### config.mk
export PLATFORM = sky130hd
export DESIGN_NAME = ptw_txn_tracker
export DESIGN_NICKNAME = d
export VERILOG_FILES = /design/src/rtl/ptw_trk_pkg.sv /design/src/rtl/ptw_rec_fifo.sv /design/src/rtl/ptw_txn_tracker.sv
export SDC_FILE = /design/constraint.sdc
export NUM_CORES = 1
export LEC_CHECK = 0
export CAP_MARGIN = 40
export CORE_UTILIZATION = 45
export CTS_CLUSTER_SIZE = 8
export DETAILED_ROUTE_END_ITERATION = 16
export PLACE_DENSITY_LB_ADDON = 0.15
export SYNTH_ARGS = -nofsm -noshare
export SYNTH_HDL_FRONTEND = slang
export SYNTH_HIERARCHICAL = 1
export SYNTH_SLANG_ARGS = --single-unit
### constraint.sdc
create_clock -name clk -period 17.94 [get_ports clk]
set_clock_uncertainty 0.05 [all_clocks]
set_input_delay 2.691 -clock clk [delete_from_list [all_inputs] [get_ports clk]]
set_output_delay 2.691 -clock clk [all_outputs]
set_load 0.01 [all_outputs]
### src/rtl/ptw_trk_pkg.sv
// Shared types and widths for the page-table-walk transaction tracker.
// The record layout below is the exact bit order presented on rec_data.
package ptw_trk_pkg;

   localparam int VPN_W = 27;
   localparam int PPN_W = 20;
   localparam int FLG_W = 8;
   localparam int LAT_W = 16;
   localparam int REC_W = 74;

   typedef enum logic {IDLE, WAIT} state_e;

   typedef struct packed {
      logic [VPN_W-1:0] vpn;
      logic [PPN_W-1:0] ppn;
      logic [FLG_W-1:0] flags;
      logic             ae;
      logic             hit;
      logic             timeout;
      logic [LAT_W-1:0] latency;
   } rec_t;

   function automatic logic [LAT_W-1:0] sat_inc(input logic [LAT_W-1:0] v);
      return (v == '1) ? v : v + LAT_W'(1);
   endfunction

endpackage

### src/rtl/ptw_rec_fifo.sv
// Synchronous record FIFO; a push on a full FIFO lands only when a pop frees a slot.
// Read data is forced to zero while empty so the head never shows stale contents.
module ptw_rec_fifo #(
   parameter int DEPTH = 4,
   parameter int WIDTH = 74
) (
   input  logic             clk,
   input  logic             reset,
   input  logic             push,
   input  logic [WIDTH-1:0] wr_data,
   input  logic             pop,
   output logic [WIDTH-1:0] rd_data,
   output logic             full,
   output logic             empty
);

   localparam int AW = $clog2(DEPTH);

   logic [WIDTH-1:0] mem [DEPTH];
   logic [AW-1:0]    wr_ptr;
   logic [AW-1:0]    rd_ptr;
   logic [AW:0]      count;
   logic             do_push;
   logic             do_pop;

   assign full    = (count == (AW+1)'(DEPTH));
   assign empty   = (count == '0);
   assign do_pop  = pop & ~empty;
   assign do_push = push & (~full | do_pop);
   assign rd_data = empty ? '0 : mem[rd_ptr];

   // NOTE: the storage array has no reset; only pointers and count are reset, and empty gating hides old data.
   always_ff @(posedge clk) begin
      if (do_push) mem[wr_ptr] <= wr_data;
   end

   always_ff @(posedge clk or posedge reset) begin
      if (reset) begin
         wr_ptr <= '0;
         rd_ptr <= '0;
         count  <= '0;
      end else begin
         if (do_push) wr_ptr <= wr_ptr + AW'(1);
         if (do_pop)  rd_ptr <= rd_ptr + AW'(1);
         case ({do_push, do_pop})
            2'b10:   count <= count + (AW+1)'(1);
            2'b01:   count <= count - (AW+1)'(1);
            default: count <= count;
         endcase
      end
   end

endmodule

### src/rtl/ptw_txn_tracker.sv
// Tracks one outstanding PTW request at a time, times its latency, and queues a
// completion (or timeout) record per walk together with hit/miss/drop statistics.
module ptw_txn_tracker
   import ptw_trk_pkg::*;
#(
   parameter int DEPTH   = 4,
   parameter int TIMEOUT = 1024
) (
   input  logic             clk,
   input  logic             reset,
   input  logic             req_ready,
   input  logic             req_valid,
   input  logic [26:0]      req_addr,
   input  logic             resp_valid,
   input  logic             resp_ae,
   input  logic [53:0]      resp_ppn,
   input  logic [7:0]       resp_flags,
   output logic             rec_valid,
   input  logic             rec_ready,
   output logic [REC_W-1:0] rec_data,
   output logic [31:0]      hit_count,
   output logic [31:0]      miss_count,
   output logic [15:0]      drop_count,
   output logic             err_overlap,
   output logic             err_orphan
);

   state_e           state_q;
   logic [VPN_W-1:0] vpn_q;
   logic [LAT_W-1:0] lat_q;
   logic [LAT_W-1:0] lat_inc;
   rec_t             stage_rec_q;
   logic             stage_vld_q;
   logic             fire;
   logic             resp_hit;
   logic             timeout_now;
   logic             pop;
   logic             fifo_full;
   logic             fifo_empty;
   logic             unused_ppn_hi;

   assign fire          = req_valid & req_ready;
   assign resp_hit      = resp_flags[0] & ~resp_ae;
   assign lat_inc       = sat_inc(lat_q);
   assign timeout_now   = (32'(lat_q) + 32'd1) >= 32'(TIMEOUT);
   assign rec_valid     = ~fifo_empty;
   assign pop           = rec_valid & rec_ready;
   assign unused_ppn_hi = ^resp_ppn[53:PPN_W];

   // NOTE: non-blocking assignments throughout so every register sees the pre-edge values.
   always_ff @(posedge clk or posedge reset) begin
      if (reset) begin
         state_q     <= IDLE;
         vpn_q       <= '0;
         lat_q       <= '0;
         stage_rec_q <= '0;
         stage_vld_q <= 1'b0;
         hit_count   <= '0;
         miss_count  <= '0;
         err_overlap <= 1'b0;
         err_orphan  <= 1'b0;
      end else begin
         stage_vld_q <= 1'b0;
         case (state_q)
            IDLE: begin
               if (resp_valid) err_orphan <= 1'b1;
               if (fire) begin
                  state_q <= WAIT;
                  vpn_q   <= req_addr;
                  lat_q   <= '0;
               end
            end
            WAIT: begin
               if (resp_valid) begin
                  stage_vld_q <= 1'b1;
                  stage_rec_q <= '{vpn: vpn_q, ppn: resp_ppn[PPN_W-1:0], flags: resp_flags,
                                   ae: resp_ae, hit: resp_hit, timeout: 1'b0, latency: lat_inc};
                  if (resp_hit) hit_count  <= hit_count + 32'd1;
                  else          miss_count <= miss_count + 32'd1;
                  // A back-to-back request restarts the walk without leaving WAIT.
                  if (fire) begin
                     vpn_q <= req_addr;
                     lat_q <= '0;
                  end else begin
                     state_q <= IDLE;
                  end
               end else begin
                  if (fire) err_overlap <= 1'b1;
                  if (timeout_now) begin
                     stage_vld_q <= 1'b1;
                     stage_rec_q <= '{vpn: vpn_q, ppn: '0, flags: '0, ae: 1'b0,
                                      hit: 1'b0, timeout: 1'b1, latency: lat_inc};
                     state_q     <= IDLE;
                  end else begin
                     lat_q <= lat_inc;
                  end
               end
            end
         endcase
      end
   end

   // A staged record is lost only when the FIFO is full and nothing leaves this cycle.
   always_ff @(posedge clk or posedge reset) begin
      if (reset) begin
         drop_count <= '0;
      end else if (stage_vld_q && fifo_full && !pop && drop_count != '1) begin
         drop_count <= drop_count + 16'd1;
      end
   end

   ptw_rec_fifo #(
      .DEPTH (DEPTH),
      .WIDTH (REC_W)
   ) u_fifo (
      .clk     (clk),
      .reset   (reset),
      .push    (stage_vld_q),
      .wr_data (stage_rec_q),
      .pop     (pop),
      .rd_data (rec_data),
      .full    (fifo_full),
      .empty   (fifo_empty)
   );

endmodule

# --- After elaboration in Yosys (flattened, before gate mapping) ---
# Memories as Yosys holds them, arrays and structs flattened.
# Index checks and enable logic that the tools add are counted.
word_totals:
  reg_bits: 208
  mem_bits_rw: 296
  inputBits: 96
  out_inout_bits: 157
  mem_count: 1
mem_list:
  columns: ["memory", "words", "word_bits", "rd", "rd_clocked_by_memory_dff", "wr", "line_no", "rtl"]
  rows:
  - ["u_fifo.mem", 4, 74, 1, 0, 1, "ptw_rec_fifo.sv:19", "logic [WIDTH-1:0] mem [DEPTH];"]
op_classes:
  addsub: 9
  n_lt_le_gt_ge: 1
  eq_ne: 7
  mux: 21
  bitwise_logic: 12
  reduce_logical: 12
ops:
  columns: ["cell", "n"]
  rows:
  - ["$mux 74", 3]
  - ["$add 32x1->32 const B", 2]
  - ["$mux 16", 4]
  - ["$mux 27", 2]
  - ["$pmux 27 s2", 1]
  - ["$add 16x1->16 const B", 2]
  - ["$pmux 16 s2", 1]
  - ["$add 16x1->17 const B", 1]
  - ["$ge 17x11->1 const B", 1]
  - ["$eq 16x16->1 const B", 1]
  - ["$ne 16x16->1 const B", 1]
  - ["$reduce_and 3->1", 3]
  - ["$mux 1", 8]
  - ["$not 1->1", 6]
  - ["$pmux 3 s2", 1]
  - ["$and 1x1->1", 5]
  - ["$add 2x1->2 const B", 2]
  - ["$reduce_and 2->1", 2]
  - ["$reduce_bool 2->1", 2]
  - ["$add 3x1->3 const B", 1]
  - ["$eq 3x3->1 const B", 1]
  - ["$logic_and 1x1->1", 3]
  - ["$logic_not 3->1", 1]
  - ["$ne 3x3->1 const B", 1]
  - ["7 further kinds", 7]

# --- Longest topological paths before layout ---
depth:
  word_depth: 8
  ltp_mapped: 12
  ltp_nobuf: 11

# --- Modules after synthesis ---
# The synthesis kept the hierarchy.
by_module_without_submodules:
  columns: ["module", "instances", "cells_each", "area_each_um2", "seq_area_each_um2"]
  rows:
  - ["ptw_rec_fifo", 1, 509, 11644.9, 9063.7]
  - ["ptw_txn_tracker", 1, 749, 8699.6, 5029.8]

# --- Worst setup path after synthesis ---
# Ideal clock, no wire load.
synth_timing:
  kind: "input port to flip-flop"
  from: "input port rec_ready"
  to: "memory u_fifo.mem[0][0], enable pin"
  t_arrival_ns: 4.893
  setup_slack_ns: 12.556
  path_stages: 3
  path_buffers: 0
  path_cell_list: "nor2b_1 -> o21a_1 -> and2_1"
synth_via:
  elab_chain_cells: 6
synth_lines:
  columns: ["element", "line_no", "rtl"]
  rows:
  - ["start: declaration", "ptw_txn_tracker.sv:19", "input logic rec_ready,"]
  - ["$and 1x1->1", "ptw_txn_tracker.sv:47", "assign pop = rec_valid & rec_ready;"]
  - ["$and 1x1->1", "ptw_rec_fifo.sv:28", "assign do_pop = pop & ~empty;"]
  - ["$or 1x1->1", "ptw_rec_fifo.sv:29", "assign do_push = push & (~full | do_pop);"]
  - ["$and 1x1->1", "ptw_rec_fifo.sv:29", null]
  - ["$mux 1", "ptw_rec_fifo.sv:34", "if (do_push) mem[wr_ptr] <= wr_data;"]
  - ["$mux 1 (not written as such)", "ptw_rec_fifo.sv:34", null]
  - ["end: declaration", "ptw_rec_fifo.sv:19", null]
# No other way between the ends.

# --- Worst setup path in the final report ---
layout_timing:
  from: "register u_fifo.rd_ptr[0]"
  to: "output port rec_data[54]"
layout_via:
  elab_chain_cells: 2
layout_lines:
  columns: ["element", "line_no", "rtl"]
  rows:
  - ["start: declaration", "ptw_rec_fifo.sv:21", "logic [AW-1:0] rd_ptr;"]
  - ["start signal: assignment", "ptw_rec_fifo.sv:44", "if (do_pop) rd_ptr <= rd_ptr + AW'(1);"]
  - ["$mem_v2 4x74", null, null]
  - ["$mux 74", "ptw_rec_fifo.sv:30", "assign rd_data = empty ? '0 : mem[rd_ptr];"]
  - ["end: declaration", "ptw_txn_tracker.sv:20", "output logic [REC_W-1:0] rec_data,"]
# No other way between the ends.

==> metrics.txt <==
status=finished clean; Cell Rows=77; HPWL Detailed=25.86 mm; worst slew pin tran=868.1 ps; Async SR Flop Fraction=41.27%; DR DRC count=0; Slew Limit Fails=0; Post-Synth Adder-Cell Area=0.7134%; Chip Height=214.6 um; via density per instance=5.240; crit path max fanout=38; Slew Limit Headroom=41.68%; antenna violations before repair=0; post-synthesis net count=1,365; register bit total from synthesis=504; GPL Wtd Cong=0.7673; synth-to-layout area growth=24.24%; routed via count=11,290; share of layout cells above drive strength 1=14.84%; gr usage total=19.34%; core box area=0.04441 mm^2; Most used DFF post-synth=edfxtp_1; crit path DAT=3350 ps; Leak=9.693 nW; Hold Vio Cnt, Final=0; DIE AREA=0.04606 mm^2; routed wire length=43.35 mm; TNS Setup=0 ps; Comb power frac=24.5%; clk slew on worst S/H paths=50 ps; post-synthesis average cell area=16.17 um^2; mux cell area share after synthesis=11.77%; Die Width=214.6 um; Post-CTS Setup Inserts=0; Ports=253; Flop pwr share=42.0%; complex-gate fraction of the synthesized area=2.405%; layout net count=1,622; hold crit path type=reg -> reg; total CTS buffers=72; endpoints failing setup=0; clk sinks=504; CTS root buffer=clkbuf_16; Net Sw Power=0.0009863 W; Synth Area in XOR/XNOR=4.004%; CTS Buffer Depth=3; largest net degree at the start of global routing=79; CP endpoint kind=output port; worst-skew pair later-pin latency=580 ps; peak supply drop=0.08020 mV; crit path time final=6087 ps; Switching Share=26.84%; Pint=0.002689 W; CTS tree=built; Post-Syn Area=0.02034 mm^2; post-synthesis simple-gate area fraction=9.637%; RSZ-0062 raised after global routing=no; largest family of logic cells by synthesized area=multiplexers; Seq/Total Area, Yosys=69.27%; kind of critical path=reg -> out; PwrDens=145.4 mW/mm^2; end-of-flow core utilization=56.91%; Syn Inst Count=1,258; Starting Density=45.81%; critical path data required time=15,200 ps; Max Cap Viol=0; fin crit share=33.93%; dpl ws=12,340 ps; DRT Pass-1 Iters=5; DP Cell Count=2,033; port bufs=218; Routed wire per std cell=20.12 um; antenna fix cells=0; H-tree depth=3; Detail Route Antenna Nets=0; CTS resizes=0; most frequent cells in the layout=296 x edfxtp_1, 218 x clkdlybuf4s50_1, 206 x dfrtp_1; first-pass GRT wire length=68.70 mm; CTS Hold Bufs=0; register-to-register setup slack=13,910 ps; Synth warnings=6; DR iter-0 viols=772; fmax=164.3 MHz; part of the power in the clock network=33.5%; most common cell after layout, fill and taps aside=edfxtp_1; gr ovfl total=0; Finished Layout Cells=2,155; worst setup margin=11,850 ps; library cells used by synthesis=53; crit start category=register; number of global-route vias before repair=11,980; EDFF count, synth=296
-- logic make-up (layout without fill, tap and decap cells) --
logic type | Yosys count | after routing
buffers and inverters | 82 | 387
adder cells (fa/ha/maj) | 11 | 11
XOR/XNOR | 93 | 93
AND/OR/NAND/NOR | 382 | 382
AO/OA/AOI/OAI | 58 | 58
multiplexers | 128 | 128
flip-flops | 504 | 504
-- power groups by stage --
stage / registers, W / logic (W) / clock network (W)
floorplan: 0.00150 / 0.000567 / 0
global placement: 0.00156 / 0.000902 / 0
detailed placement: 0.00157 / 0.000921 / 0
CTS: 0.00155 / 0.000924 / 0.00127
global route: 0.00157 / 0.000970 / 0.00131
finish: 0.00154 / 0.000902 / 0.00123
-- state kept, by name (all words and copies together) (netlist names) --
register and count:
hit_count 32, u_fifo/mem 296, miss_count 32, err_orphan 1
u_fifo/rd_ptr 2, drop_count 16, state_q 1, err_overlap 1
vpn_q 27, lat_q 16, u_fifo/count 3, stage_rec_q 74
u_fifo/wr_ptr 2, stage_vld_q 1
-- routing by layer --
layer	up-vias	part of all wire (%)	global-route usage, %
li1	5157	-	-
met5	-	0	0
met4	0	1.9	5.857
met2	273	48	31.29
met3	68	5.6	4.879
met1	5795	44	25.82
-- layout make-up --
type | instances | area (um^2)
clock buffer | 116 | 1988
clock inverter | 6 | 78.83
fill | 3541 | 19140
inverter | 28 | 112.6
multi-input combinational | 672 | 5831
sequential | 504 | 14100
tap | 592 | 740.7
timing repair buffer | 237 | 2425
-- path summary, 6_finish.rpt --
path	from	to	cells after the start
worst max-delay path	u_fifo/rd_ptr[0]	rec_data[54]	5
worst min-delay path	err_orphan	err_orphan	1
worst max register to register	lat_q[3]	stage_rec_q[49]	9
worst min register to register	err_orphan	err_orphan	1
max in group asynchronous	reset	stage_rec_q[69]	5
min in group asynchronous	reset	u_fifo/wr_ptr[0]	2
-- synthesized netlist by cell type (all sizes together) (2+ instances only) --
cell type	count	area, um^2
mux4	74	1667
a21oi	4	20.02
a21o	3	22.52
mux2i	12	120.1
mux2	42	608.1
o21a	3	22.52
clkbuf	32	120.1
ha	10	125.1
buf	22	221.5
xor2	27	236.5
nor3	16	80.08
xnor2	66	578.1
or3	5	36.28
nand4	21	143.9
nor2	29	108.9
and3	22	137.6
nand4b	2	17.52
nor4	2	12.51
and2	83	519.3
o21ai	4	20.02
or2	2	12.51
edfxtp	296	8889
inv	28	105.1
a31oi	2	12.51
and4	12	105.1
nor2b	3	18.77
a32o	2	20.02
a22o	31	271.5
o31ai	2	42.54
nand3	42	210.2
nand2	138	518.0
dfrtp	208	5205
-- critical path: stages (launching register included) --
cell             delay (ps)
dfrtp_4                 920
buf_4                   300
buf_16                  290
mux4_2                  530
and2_1                  160
clkdlybuf4s50_1         520
-- metrics by stage --
stage	hold slack, ps	total power [W]	instance area [um^2]
after detailed placement	397.1	0.002488	23210
final	406.4	0.003675	25280
after CTS	411.4	0.003739	25280
after global routing	433.9	0.003849	25280
after floorplan	390.1	0.002066	20340
after global placement	395.2	0.002457	23060
No activity file was read; power rests on OpenSTA's default activity.
